<file path="config.mk">
export PLATFORM = sky130hd
export DESIGN_NAME = trivium_stream_xor
export DESIGN_NICKNAME = d
export VERILOG_FILES = /design/src/rtl/trivium_pkg.sv /design/src/rtl/trivium_stream_xor_round_w.sv /design/src/rtl/trivium_stream_xor.sv
export SDC_FILE = /design/constraint.sdc
export NUM_CORES = 1
export LEC_CHECK = 0
export ABC_AREA = 1
export BUFFER_PORTS_ARGS = -buffer_cell sky130_fd_sc_hd__buf_2
export CAP_MARGIN = 20
export CORE_MARGIN = 1
export CORE_UTILIZATION = 45
export DETAILED_ROUTE_END_ITERATION = 6
export PLACE_DENSITY = 0.69
export SYNTH_ARGS = -nofsm -noshare
export SYNTH_HDL_FRONTEND = slang
export SYNTH_SLANG_ARGS = --single-unit
</file>
<file path="constraint.sdc">
create_clock -name CLK -period 12.39 [get_ports CLK]
set_clock_uncertainty 0.1 [all_clocks]
set_input_delay 3.0975 -clock CLK [delete_from_list [all_inputs] [get_ports CLK]]
set_output_delay 3.0975 -clock CLK [all_outputs]
set_load 0.02 [all_outputs]
</file>
<file path="src/rtl/trivium_pkg.sv">
// Shared Trivium constants, FSM state type and key/IV load helpers.
package trivium_pkg;

    localparam int unsigned KEY_W       = 80;
    localparam int unsigned IV_W        = 80;
    localparam int unsigned STATE_W     = 288;
    localparam int unsigned INIT_ROUNDS = 1152;

    // Tap positions into SET[287:0]: XOR pair, AND pair, feedback bit per register
    localparam int unsigned T1_A = 65;
    localparam int unsigned T1_B = 92;
    localparam int unsigned T1_C = 90;
    localparam int unsigned T1_D = 91;
    localparam int unsigned T1_E = 170;
    localparam int unsigned T2_A = 161;
    localparam int unsigned T2_B = 176;
    localparam int unsigned T2_C = 174;
    localparam int unsigned T2_D = 175;
    localparam int unsigned T2_E = 263;
    localparam int unsigned T3_A = 242;
    localparam int unsigned T3_B = 287;
    localparam int unsigned T3_C = 285;
    localparam int unsigned T3_D = 286;
    localparam int unsigned T3_E = 68;

    typedef enum logic [1:0] {
        IDLE = 2'd0,
        INIT = 2'd1,
        RUN  = 2'd2
    } state_t;

    function automatic logic [KEY_W-1:0] byte_rev(input logic [KEY_W-1:0] x);
        logic [KEY_W-1:0] r;
        r = '0;
        for (int unsigned i = 0; i < KEY_W / 8; i++) begin
            r[8*i +: 8] = x[KEY_W - 8 - 8*i +: 8];
        end
        return r;
    endfunction

    function automatic logic [STATE_W-1:0] load_state(input logic [KEY_W-1:0] key,
                                                      input logic [IV_W-1:0]  iv);
        return {3'b111, 112'b0, byte_rev(iv), 13'b0, byte_rev(key)};
    endfunction

endpackage

</file>
<file path="src/rtl/trivium_stream_xor_round_w.sv">
// Combinational W-round unrolled Trivium update; first round's z lands in ks[W-1].
module trivium_round_w
    import trivium_pkg::*;
#(
    parameter int unsigned W = 8
) (
    input  logic [STATE_W-1:0] set_in,
    output logic [STATE_W-1:0] set_out,
    output logic [W-1:0]       ks
);

    logic [STATE_W-1:0] s;
    logic               t1;
    logic               t2;
    logic               t3;

    always_comb begin
        s  = set_in;
        ks = '0;
        t1 = 1'b0;
        t2 = 1'b0;
        t3 = 1'b0;
        for (int unsigned i = 0; i < W; i++) begin
            t1 = s[T1_A] ^ s[T1_B];
            t2 = s[T2_A] ^ s[T2_B];
            t3 = s[T3_A] ^ s[T3_B];
            ks[W-1-i] = t1 ^ t2 ^ t3;
            t1 = t1 ^ (s[T1_C] & s[T1_D]) ^ s[T1_E];
            t2 = t2 ^ (s[T2_C] & s[T2_D]) ^ s[T2_E];
            t3 = t3 ^ (s[T3_C] & s[T3_D]) ^ s[T3_E];
            s  = {s[286:177], t2, s[175:93], t1, s[91:0], t3};
        end
        set_out = s;
    end

endmodule

</file>
<file path="src/rtl/trivium_stream_xor.sv">
// Trivium receive-side stream decryptor: key/IV load, 1152-round warm-up, Dout = Din ^ keystream.
// Define TRIVIUM_KSOBS_EN to expose the keystream word used for Dout on KSout.
module trivium_stream_xor
    import trivium_pkg::*;
#(
    parameter int unsigned W = 8
) (
    input  logic             CLK,
    input  logic             RST,
    input  logic             EN,
    input  logic [KEY_W-1:0] Kin,
    input  logic [IV_W-1:0]  IVin,
    input  logic             Krdy,
    output logic             Kvld,
    output logic             BSY,
    input  logic [W-1:0]     Din,
    input  logic             Drdy,
    output logic             Dacc,
    output logic [W-1:0]     Dout,
    output logic             Dvld,
    input  logic             Dack
`ifdef TRIVIUM_KSOBS_EN
    ,
    output logic [W-1:0]     KSout
`endif
);

    localparam int unsigned INIT_CYC = INIT_ROUNDS / W;
    localparam int unsigned CNT_W    = (INIT_CYC > 1) ? $clog2(INIT_CYC) : 1;

    state_t             state;
    logic [STATE_W-1:0] set_q;
    logic [STATE_W-1:0] set_nxt;
    logic [W-1:0]       ks;
    logic [CNT_W-1:0]   cnt;

    trivium_round_w #(.W(W)) u_round (
        .set_in  (set_q),
        .set_out (set_nxt),
        .ks      (ks)
    );

    // Accept only with a free (or draining) output slot; a key reload wins over data
    assign Dacc = (state == RUN) & EN & Drdy & ~Krdy & (~Dvld | Dack);

    always_ff @(posedge CLK or posedge RST) begin
        if (RST) begin
            state <= IDLE;
            set_q <= '0;
            cnt   <= '0;
            Kvld  <= 1'b0;
            BSY   <= 1'b0;
            Dvld  <= 1'b0;
            Dout  <= '0;
`ifdef TRIVIUM_KSOBS_EN
            KSout <= '0;
`endif
        end else begin
            Kvld <= 1'b0;
            if (EN) begin
                if (Krdy) begin
                    state <= INIT;
                    set_q <= load_state(Kin, IVin);
                    cnt   <= '0;
                    BSY   <= 1'b1;
                    Dvld  <= 1'b0;
                end else begin
                    case (state)
                        INIT: begin
                            set_q <= set_nxt;
                            if (cnt == CNT_W'(INIT_CYC - 1)) begin
                                state <= RUN;
                                BSY   <= 1'b0;
                                Kvld  <= 1'b1;
                            end else begin
                                cnt <= cnt + CNT_W'(1);
                            end
                        end
                        RUN: begin
                            if (Dacc) begin
                                set_q <= set_nxt;
                                Dout  <= Din ^ ks;
                                Dvld  <= 1'b1;
`ifdef TRIVIUM_KSOBS_EN
                                KSout <= ks;
`endif
                            end else if (Dvld && Dack) begin
                                Dvld <= 1'b0;
                            end
                        end
                        default: ;
                    endcase
                end
            end
        end
    end

endmodule

</file>
==> results of run 1 <==
==> sequential cells by signal, indices dropped and copies added, names as in the netlist <==
register	cells
set_q	288
Dout	8
cnt	8
state	2
Dvld	1
Kvld	1
==> placed cells by master (no fill, tap or decap), drive strengths merged <==
master / Yosys / layout
diode: 0 / 2
buf: 84 / 195
dfrtp: 308 / 308
o21ai: 311 / 311
inv: 199 / 202
clkinv: 1 / 5
nand4: 3 / 3
ha: 1 / 1
nor3: 1 / 1
xor2: 17 / 17
nand3: 223 / 223
clkbuf: 32 / 52
or2: 16 / 16
nand2: 917 / 917
nor2: 9 / 9
==> area by class of cell <==
type                    instances  area, um2  area share (%)
diodes                          2       5.00          0.0279
inverters                     200        763            4.26
clock buffers                  52       1050            5.87
clock inverters                 7       46.3           0.258
repair buffers                195       1020            5.69
well taps                     455        569            3.18
flip-flops and latches        308       7710            43.0
multi-input cells            1498       6750            37.7
==> worst max-delay path by stage <==
stage               slack, ps                  end
floorplan                 680  Dout[0]$_DFFE_PP0P_
global placement         4260                 Dacc
detailed placement       4210                 Dacc
CTS                      4210                 Dacc
global route             4100                 Dacc
finish                   4230                 Dacc
==> metal layers <==
| layer | up-vias | part of all wire (%) |
|---|---|---|
| met5 | - | 0.046 |
| met4 | 4 | 3.4 |
| met3 | 79 | 5.6 |
| met2 | 337 | 45 |
| met1 | 6339 | 46 |
| li1 | 6898 | - |
==> power by group through the flow <==
stage | registers (W) | logic (W) | clock network, W
after floorplan | 0.00131 | 0.000536 | 0
after global placement | 0.00132 | 0.000692 | 0
after detailed placement | 0.00133 | 0.000709 | 0
after CTS | 0.00131 | 0.000714 | 0.00102
after global routing | 0.00134 | 0.000819 | 0.00106
final | 0.00131 | 0.000711 | 0.00100
==> through the flow <==
stage / hold slack (ps) / utilization, %
after CTS: 382 / 51.6
final: 377 / 51.6
after floorplan: 342 / -
after global routing: 393 / 51.6
after global placement: 355 / 48.4
after detailed placement: 366 / 48.4
==> cell families (layout without fill, tap and decap cells) <==
logic type / after synthesis / count (layout) / synth area share (%)
compound gates: 311 / 311 / 10.5
xor+xnor: 17 / 17 / 0.933
fa+ha+maj: 1 / 1 / 0.0784
buf+inv: 316 / 454 / 9.52
flops: 308 / 308 / 48.3
other cells: 0 / 2 / 0
simple gates: 1169 / 1169 / 30.7
==> critical path: cells and delay by family <==
kind	cells	cell delay [ps]
buf+inv	4	1310
simple gates	3	480
==> flow_summary.yaml, run 1 <==
placement:
  place_inst: 2656
  placed_area_um2: 16800
  dp_hpwl_mm: 26.8
  dp_slack_ps: 4210
  portBuffers: 185
  place.gp.congestion: 0.872
synthesis:
  synth_area_um2: 16000
  synthArstFlopShare_pct: 100
  yosysMostFrequentCell: "nand2_1"
  syn_nets: 2297
  synth_common_cells: "915 x nand2_1, 308 x dfrtp_1, 197 x inv_1"
  synth_top_area_share_pct: 48.3
  yosys.area.top_type: "dfrtp_1"
  synth_seq_area_share_pct: 48.3
  syn_inst: 2122
  synth_area_leaders: "dfrtp_1 48%, nand2_1 22%, nand3_1 5.9%"
  synth-seq-cells: 308
  synth_ff_type: "dfrtp_1"
  ys.warnings.count: 0
  syn_avg_cell_area_um2: 7.52
  synth_edf_count: 0
  netlist-cell-type-count: 25
critical_path:
  arrival_ps: 4970
  worstReg2RegStart: "state[0]$_DFFE_PP0P_"
  slowest_stage: "clkinv_1"
  cpPeakStageDelay_ps: 390
  startpoint: "Krdy"
  reg2reg_slack_ps: 8490
  crit_type: "primary input to primary output"
  required_ps: 9190
  reg2regPathDepth: 7
  crit_path_max_fanout: 80
  setup.worst_path.end_class: "primary output"
  crit_chain: "buf_6, inv_6, nand2_2, nor2_2, nand3_2, clkinv_1, buf_2"
  start_kind: "primary input"
  r2r_end: "set_q[219]$_DFFE_PP0P_"
sta:
  max_slew_margin_pct: 26.2
  fin_tns_setup_ps: 0
  fmax_ghz: 0.122
  period_share_pct: 65.9
  worst_pin_slew_ps: 1110
  rsz0062_at_grt: "no"
  layout_min_cycle_time_ps: 8160
  fin_ws_ps: 4230
  setup_viol: 0
  maxSlewViolCount: 0
  hold_violations: 0
clocking:
  clock_path_buffers: 3
  cts_sinks: 308
  cts_root_buffer: "clkbuf_16"
  clock_latency_ps: 520
  cts_tree: "done"
  clk_pin_slew_worst_paths_ps: 50
  htreeDepth: 2
  post_cts_buffers: 0
  hold_buffers: 0
  cts_buffers: 36
  cts_resized: 0
power:
  p_switching_w: 0.00101
  combPwrFrac_pct: 23.5
  p_int_w: 0.00202
  clock_power_share_pct: 33.1
  totalPowerFinal_w: 0.00303
  pwr-share-seq_pct: 43.4
  cellLeakagePower_nw: 9.32
  power_density_nw_per_um2: 169
  ir_drop_v: 0.000137
  switching_share_pct: 33.4
route:
  post_drt_wl_per_cell_um: 14.5
  detail-route-antenna-nets: 0
  via_per_inst: 5.03
  drt_iter0_drc: 1038
  drt_first_pass_iters: 7
  finalWirelength_mm: 39.5
  via_count: 13700
  drc: 5
run_status:
  failed_checks: "design-rule violations"
  status: "finished with violations"
floorplanning:
  row_count: 68
  die-area_um2: 36200
  core_area_um2: 34700
  start_util_pct: 46.0
  boundaryPins: 186
  die_y_um: 190
  die_w_um: 190
finish:
  fin_area_um2: 17900
  drive_gt1_share_pct: 14.8
  final_cells: 2717
  syn2layout_area_growth_pct: 12.2
  fin_nets: 2414
  fillers: 3425
min_path:
  holdPathStages: 2
  hold_end: "set_q[195]$_DFFE_PP0P_"
  hold_start: "set_q[195]$_DFFE_PP0P_"
  hold_class: "register to register"
global_routing:
  grt.overflow.total: 0
  grt_use_met3_pct: 3.75
  grt-busiest-layer: "met2"
  grt_usage_pct: 22.2
  gr-usage-met2_pct: 34.2
  grt_pass1_vias: 12800
  grt_max_degree: 251
  use_met1_pct: 31.7
  grt_pass1_wl_mm: 65.2
  antenna_found_initial: 4
job:
  maxCapViolCount: 0
Power figures use the tool's default switching activity.
==> run 2: changes to the inputs <==
==> constraint.sdc (replaced) <==
create_clock -name CLK -period 7.76 [get_ports CLK]
set_clock_uncertainty 0.1 [all_clocks]
set_input_delay 1.94 -clock CLK [delete_from_list [all_inputs] [get_ports CLK]]
set_output_delay 1.94 -clock CLK [all_outputs]
set_load 0.02 [all_outputs]
==> run 2 against run 1 <==
Net effect: the run now ends clean; sequential cell count is the same; utilization grew 0.45 points; via count grew 0.96%; global-route usage shrank 0.23 points; combinational power grew 60%; sequential share of layout area shrank 0.37 points; sequential power grew 60%; die area is the same; largest power group unchanged.
==> flow_summary.yaml, run 2 (same netlist as run 1, synthesis figures left out) <==
sta:
  period_share_pct: 71.7
  worst_pin_slew_ps: 1060
  rsz0062_at_grt: "no"
  fin_ws_ps: 2200
  maxSlewViolCount: 0
  max_slew_margin_pct: 29.2
  hold_violations: 0
  setup_viol: 0
  fin_tns_setup_ps: 0
  hold_slack_ps: 378
  layout_min_cycle_time_ps: 5560
  fmax_ghz: 0.180
finish:
  drive_gt1_share_pct: 15.2
  num_antenna_cells: 0
  fin_nets: 2417
  seq_area_um2: 7710
  multi_input_area_um2: 6750
  final_cells: 2719
  final_common_cell: "nand2_1"
  syn2layout_area_growth_pct: 13.2
  most-common-layout-cells: "915 x nand2_1, 308 x dfrtp_1, 196 x inv_1"
  largest_register_ffs: 288
  fillers: 3385
  top_regs: "set_q x288, Dout x8, cnt x8"
  largest_register: "set_q"
critical_path:
  setup.worst_path.end_class: "primary output"
  path_delay_family: "buffers and inverters"
  start_kind: "primary input"
  slowest_stage: "buf_6"
  arrival_ps: 3520
  crit_path_max_fanout: 76
  reg2regPathDepth: 9
  crit_type: "primary input to primary output"
  crit_chain: "buf_6, inv_6, nand2_2, nor2_2, nand3_2, buf_4, clkinv_1, buf_2"
  r2r_end: "set_q[7]$_DFFE_PP0P_"
  worst-path-buf-inv: 5
  required_ps: 5720
  worstReg2RegStart: "state[1]$_DFFE_PP0P_"
  reg2reg_slack_ps: 4550
  cpPeakStageDelay_ps: 370
floorplanning:
  die_w_um: 190
  row_count: 68
  die-area_um2: 36200
  die_y_um: 190
  boundaryPins: 186
  start_util_pct: 46.0
  core_area_um2: 34700
clocking:
  hold_buffers: 0
  cts_buffers: 36
  cts_sinks: 308
  cts_tree: "done"
  cts_root_buffer: "clkbuf_16"
  cts_resized: 0
  clock_latency_ps: 520
  clock_path_buffers: 3
  clk_pin_slew_worst_paths_ps: 50
  htreeDepth: 2
  post_cts_buffers: 0
global_routing:
  antenna_found_initial: 3
  grt_pass1_vias: 13100
  grt_max_degree: 220
  grt_pass1_wl_mm: 64.6
  grt_usage_pct: 22.0
  grt.overflow.total: 0
route:
  finalWirelength_mm: 39.3
  post_drt_wl_per_cell_um: 14.4
  via_per_inst: 5.07
  drt_first_pass_iters: 5
  drt_iter0_drc: 1074
  drc: 0
  via_count: 13800
  detail-route-antenna-nets: 0
power:
  power_density_nw_per_um2: 275
  ir_drop_v: 0.000200
  cellLeakagePower_nw: 9.40
min_path:
  holdPathStages: 2
  hold_end: "set_q[194]$_DFFE_PP0P_"
  hold_class: "register to register"
  hold_start: "set_q[194]$_DFFE_PP0P_"
placement:
  place.gp.congestion: 0.915
  dp_hpwl_mm: 26.5
  dp_slack_ps: 2200
  place_inst: 2658
  portBuffers: 185
run_status:
  status: "complete, no violations"
job:
  maxCapViolCount: 0
[run 2: area by class of cell]
cell class,instances,share of cell area [%]
Sequential cell,308,42.7
Clock buffer,48,5.74
Multi-Input combinational cell,1498,37.4
Timing Repair Buffer,198,5.95
Clock inverter,12,0.949
Inverter,200,4.20
Tap cell,455,3.15
[run 2: worst max-delay path by stage]
stage,slack (ps),from,endpoint,depth (start not counted)
after floorplan,1620,RST,Dout[0]$_DFFE_PP0P_,1
after global placement,2240,Krdy,Dacc,8
after detailed placement,2200,Krdy,Dacc,8
after CTS,2200,Krdy,Dacc,8
after global routing,2030,Krdy,Dacc,8
final,2200,Krdy,Dacc,8
[run 2: tightest hold or removal path, delay by kind of cell (launching register included)]
kind             cells  cell delay [ps]
AND/OR/NAND/NOR      2              110
flip-flops           1              340
[run 2: report_power, final]
part	leakage (nW)	internal, W	switching, W
Sequential	4.05	0.00192	0.000179
Clock	0.600	0.00107	0.000667
Combinational	4.75	0.000365	0.000774
[run 2: per-stage QoR]
step	area, um2	utilization (%)	power, W
floorplan	16000	-	0.00295
global placement	16800	48.5	0.00322
detailed placement	16800	48.5	0.00325
CTS	18000	52.0	0.00500
global route	18100	52.1	0.00527
finish	18100	52.1	0.00497
[run 2: metal layers]
| layer | global-route usage [%] | share of wire [%] |
|---|---|---|
| met5 | 0 | 0.12 |
| met4 | 7.82 | 3.3 |
| met3 | 3.72 | 5.1 |
| met2 | 34.8 | 46 |
| met1 | 30.4 | 45 |
==> run 3: changes to the inputs <==
--- a/config.mk
+++ b/config.mk
@@ -11,7 +11,7 @@
 export CORE_MARGIN = 1
 export CORE_UTILIZATION = 45
 export DETAILED_ROUTE_END_ITERATION = 6
-export PLACE_DENSITY = 0.69
+export PLACE_DENSITY = 0.72
 export SYNTH_ARGS = -nofsm -noshare
 export SYNTH_HDL_FRONTEND = slang
 export SYNTH_SLANG_ARGS = --single-unit
==> constraint.sdc (replaced) <==
create_clock -name CLK -period 4.7 [get_ports CLK]
set_clock_uncertainty 0.1 [all_clocks]
set_input_delay 1.175 -clock CLK [delete_from_list [all_inputs] [get_ports CLK]]
set_output_delay 1.175 -clock CLK [all_outputs]
set_load 0.02 [all_outputs]
==> run 3 against run 2 <==
Net effect: setup slack worse by 1400 ps; power is 70% higher; first-iteration DRC count is 12% higher; combinational power is 68% higher; sequential share of layout area is 0.42 points lower; critical path depth stayed put; die area stayed put; clock power is 78% higher; via count is 0.84% higher; critical endpoint unchanged; highest routed layer is now met4; critical path type unchanged; register-to-register slack worse by 2600 ps; wire length is 2.6% higher; sequential power is 65% higher.
==> flow_summary.yaml, run 3 (same netlist as run 1, synthesis figures left out) <==
clocking:
  cts_buffers: 35
  cts_resized: 0
  cts_root_buffer: "clkbuf_16"
  htreeDepth: 2
  hold_buffers: 0
  clock_path_buffers: 3
  cts_sinks: 308
  post_cts_buffers: 0
  cts_tree: "done"
  clk_pin_slew_worst_paths_ps: 60
  clock_latency_ps: 530
finish:
  num_antenna_cells: 0
  largest_register: "set_q"
  final_common_cell: "nand2_1"
  fin_area_um2: 18200
  most-common-layout-cells: "915 x nand2_1, 308 x dfrtp_1, 196 x inv_1"
  largest_register_ffs: 288
  utilization_pct: 52.6
  top_regs: "set_q x288, Dout x8, cnt x8"
  fin_nets: 2421
  syn2layout_area_growth_pct: 14.3
  drive_gt1_share_pct: 15.5
placement:
  dp_hpwl_mm: 27.3
  placed_area_um2: 16900
  portBuffers: 185
  place.gp.congestion: 0.901
critical_path:
  reg2regPathDepth: 6
  r2r_end: "set_q[167]$_DFFE_PP0P_"
  worstReg2RegStart: "state[0]$_DFFE_PP0P_"
  crit_type: "primary input to primary output"
  reg2reg_slack_ps: 1920
  required_ps: 3420
  start_kind: "primary input"
  crit_path_max_fanout: 57
  arrival_ps: 2630
  setup.worst_path.end_class: "primary output"
sta:
  maxSlewViolCount: 0
  worst_pin_slew_ps: 1080
  max_slew_margin_pct: 28.0
  setup_viol: 0
  hold_slack_ps: 379
  hold_violations: 0
  fmax_ghz: 0.256
  layout_min_cycle_time_ps: 3910
  period_share_pct: 83.2
  rsz0062_at_grt: "no"
  fin_tns_setup_ps: 0
floorplanning:
  core_area_um2: 34700
  die-area_um2: 36200
  die_w_um: 190
  row_count: 68
  die_y_um: 190
  start_util_pct: 46.0
  boundaryPins: 186
route:
  drt_first_pass_iters: 6
  drc: 0
  post_drt_wl_per_cell_um: 14.8
  via_count: 13900
  via_per_inst: 5.10
  finalWirelength_mm: 40.3
  detail-route-antenna-nets: 0
  drt_iter0_drc: 1201
global_routing:
  grt_pass1_wl_mm: 66.0
  grt_usage_pct: 22.5
  grt_max_degree: 226
  antenna_found_initial: 0
  grt_pass1_vias: 13200
  grt.overflow.total: 0
run_status:
  status: "complete, no violations"
min_path:
  hold_class: "register to register"
  hold_start: "set_q[187]$_DFFE_PP0P_"
  holdPathStages: 2
  hold_end: "set_q[187]$_DFFE_PP0P_"
power:
  power_density_nw_per_um2: 464
  cellLeakagePower_nw: 9.48
  ir_drop_v: 0.000247
  totalPowerFinal_w: 0.00847
job:
  maxCapViolCount: 0
## run 3: layout make-up
type                    instances  area (um2)
multi-input cells            1498        6750
clock inverters                19         324
flip-flops and latches        308        7710
inverters                     200         759
well taps                     455         569
fillers                      3285       16500
clock buffers                  45         995
repair buffers                203        1140
## run 3: where the power goes
part / switching (W) / total [W] / leakage (nW) / internal [W]
registers: 0.000301 / 0.00347 / 4.05 / 0.00317
clock network: 0.00114 / 0.00309 / 0.648 / 0.00195
logic: 0.00130 / 0.00191 / 4.79 / 0.000613
total: 0.00274 / 0.00847 / 9.48 / 0.00573
## run 3: layer usage
layer / part of all wire, % / GRT usage (%)
met1: 44 / 31.7
met2: 46 / 35.1
met3: 5.6 / 2.78
met5: 0 / 0
met4: 3.7 / 9.29
## run 3: critical path: stages
cell,delay [ps]
buf_6,100
inv_6,310
nand2_2,100
nor2_2,110
nand3_2,310
clkinv_1,120
buf_4,180
buf_2,180
## run 3: how the worst max path moves through the flow
| stage | startpoint | to | cells past startpoint | slack (ps) |
|---|---|---|---|---|
| 2_1_floorplan | RST | Dout[0]$_DFFE_PP0P_ | 1 | -670 |
| 3_3_place_gp | Krdy | Dacc | 8 | 790 |
| 3_5_place_dp | Krdy | set_q[167]$_DFFE_PP0P_ | 9 | 770 |
| 4_1_cts | Krdy | Dacc | 8 | 790 |
| 5_1_grt | Krdy | Dacc | 8 | 720 |
| 6_report | Krdy | Dacc | 8 | 790 |
## run 3: stage by stage
stage          instances  worst slack, ps
2_1_floorplan       2122             -674
3_3_place_gp        2664              793
3_5_place_dp        2664              765
4_1_cts             2728              786
5_1_grt             2728              718
6_report            2728              790
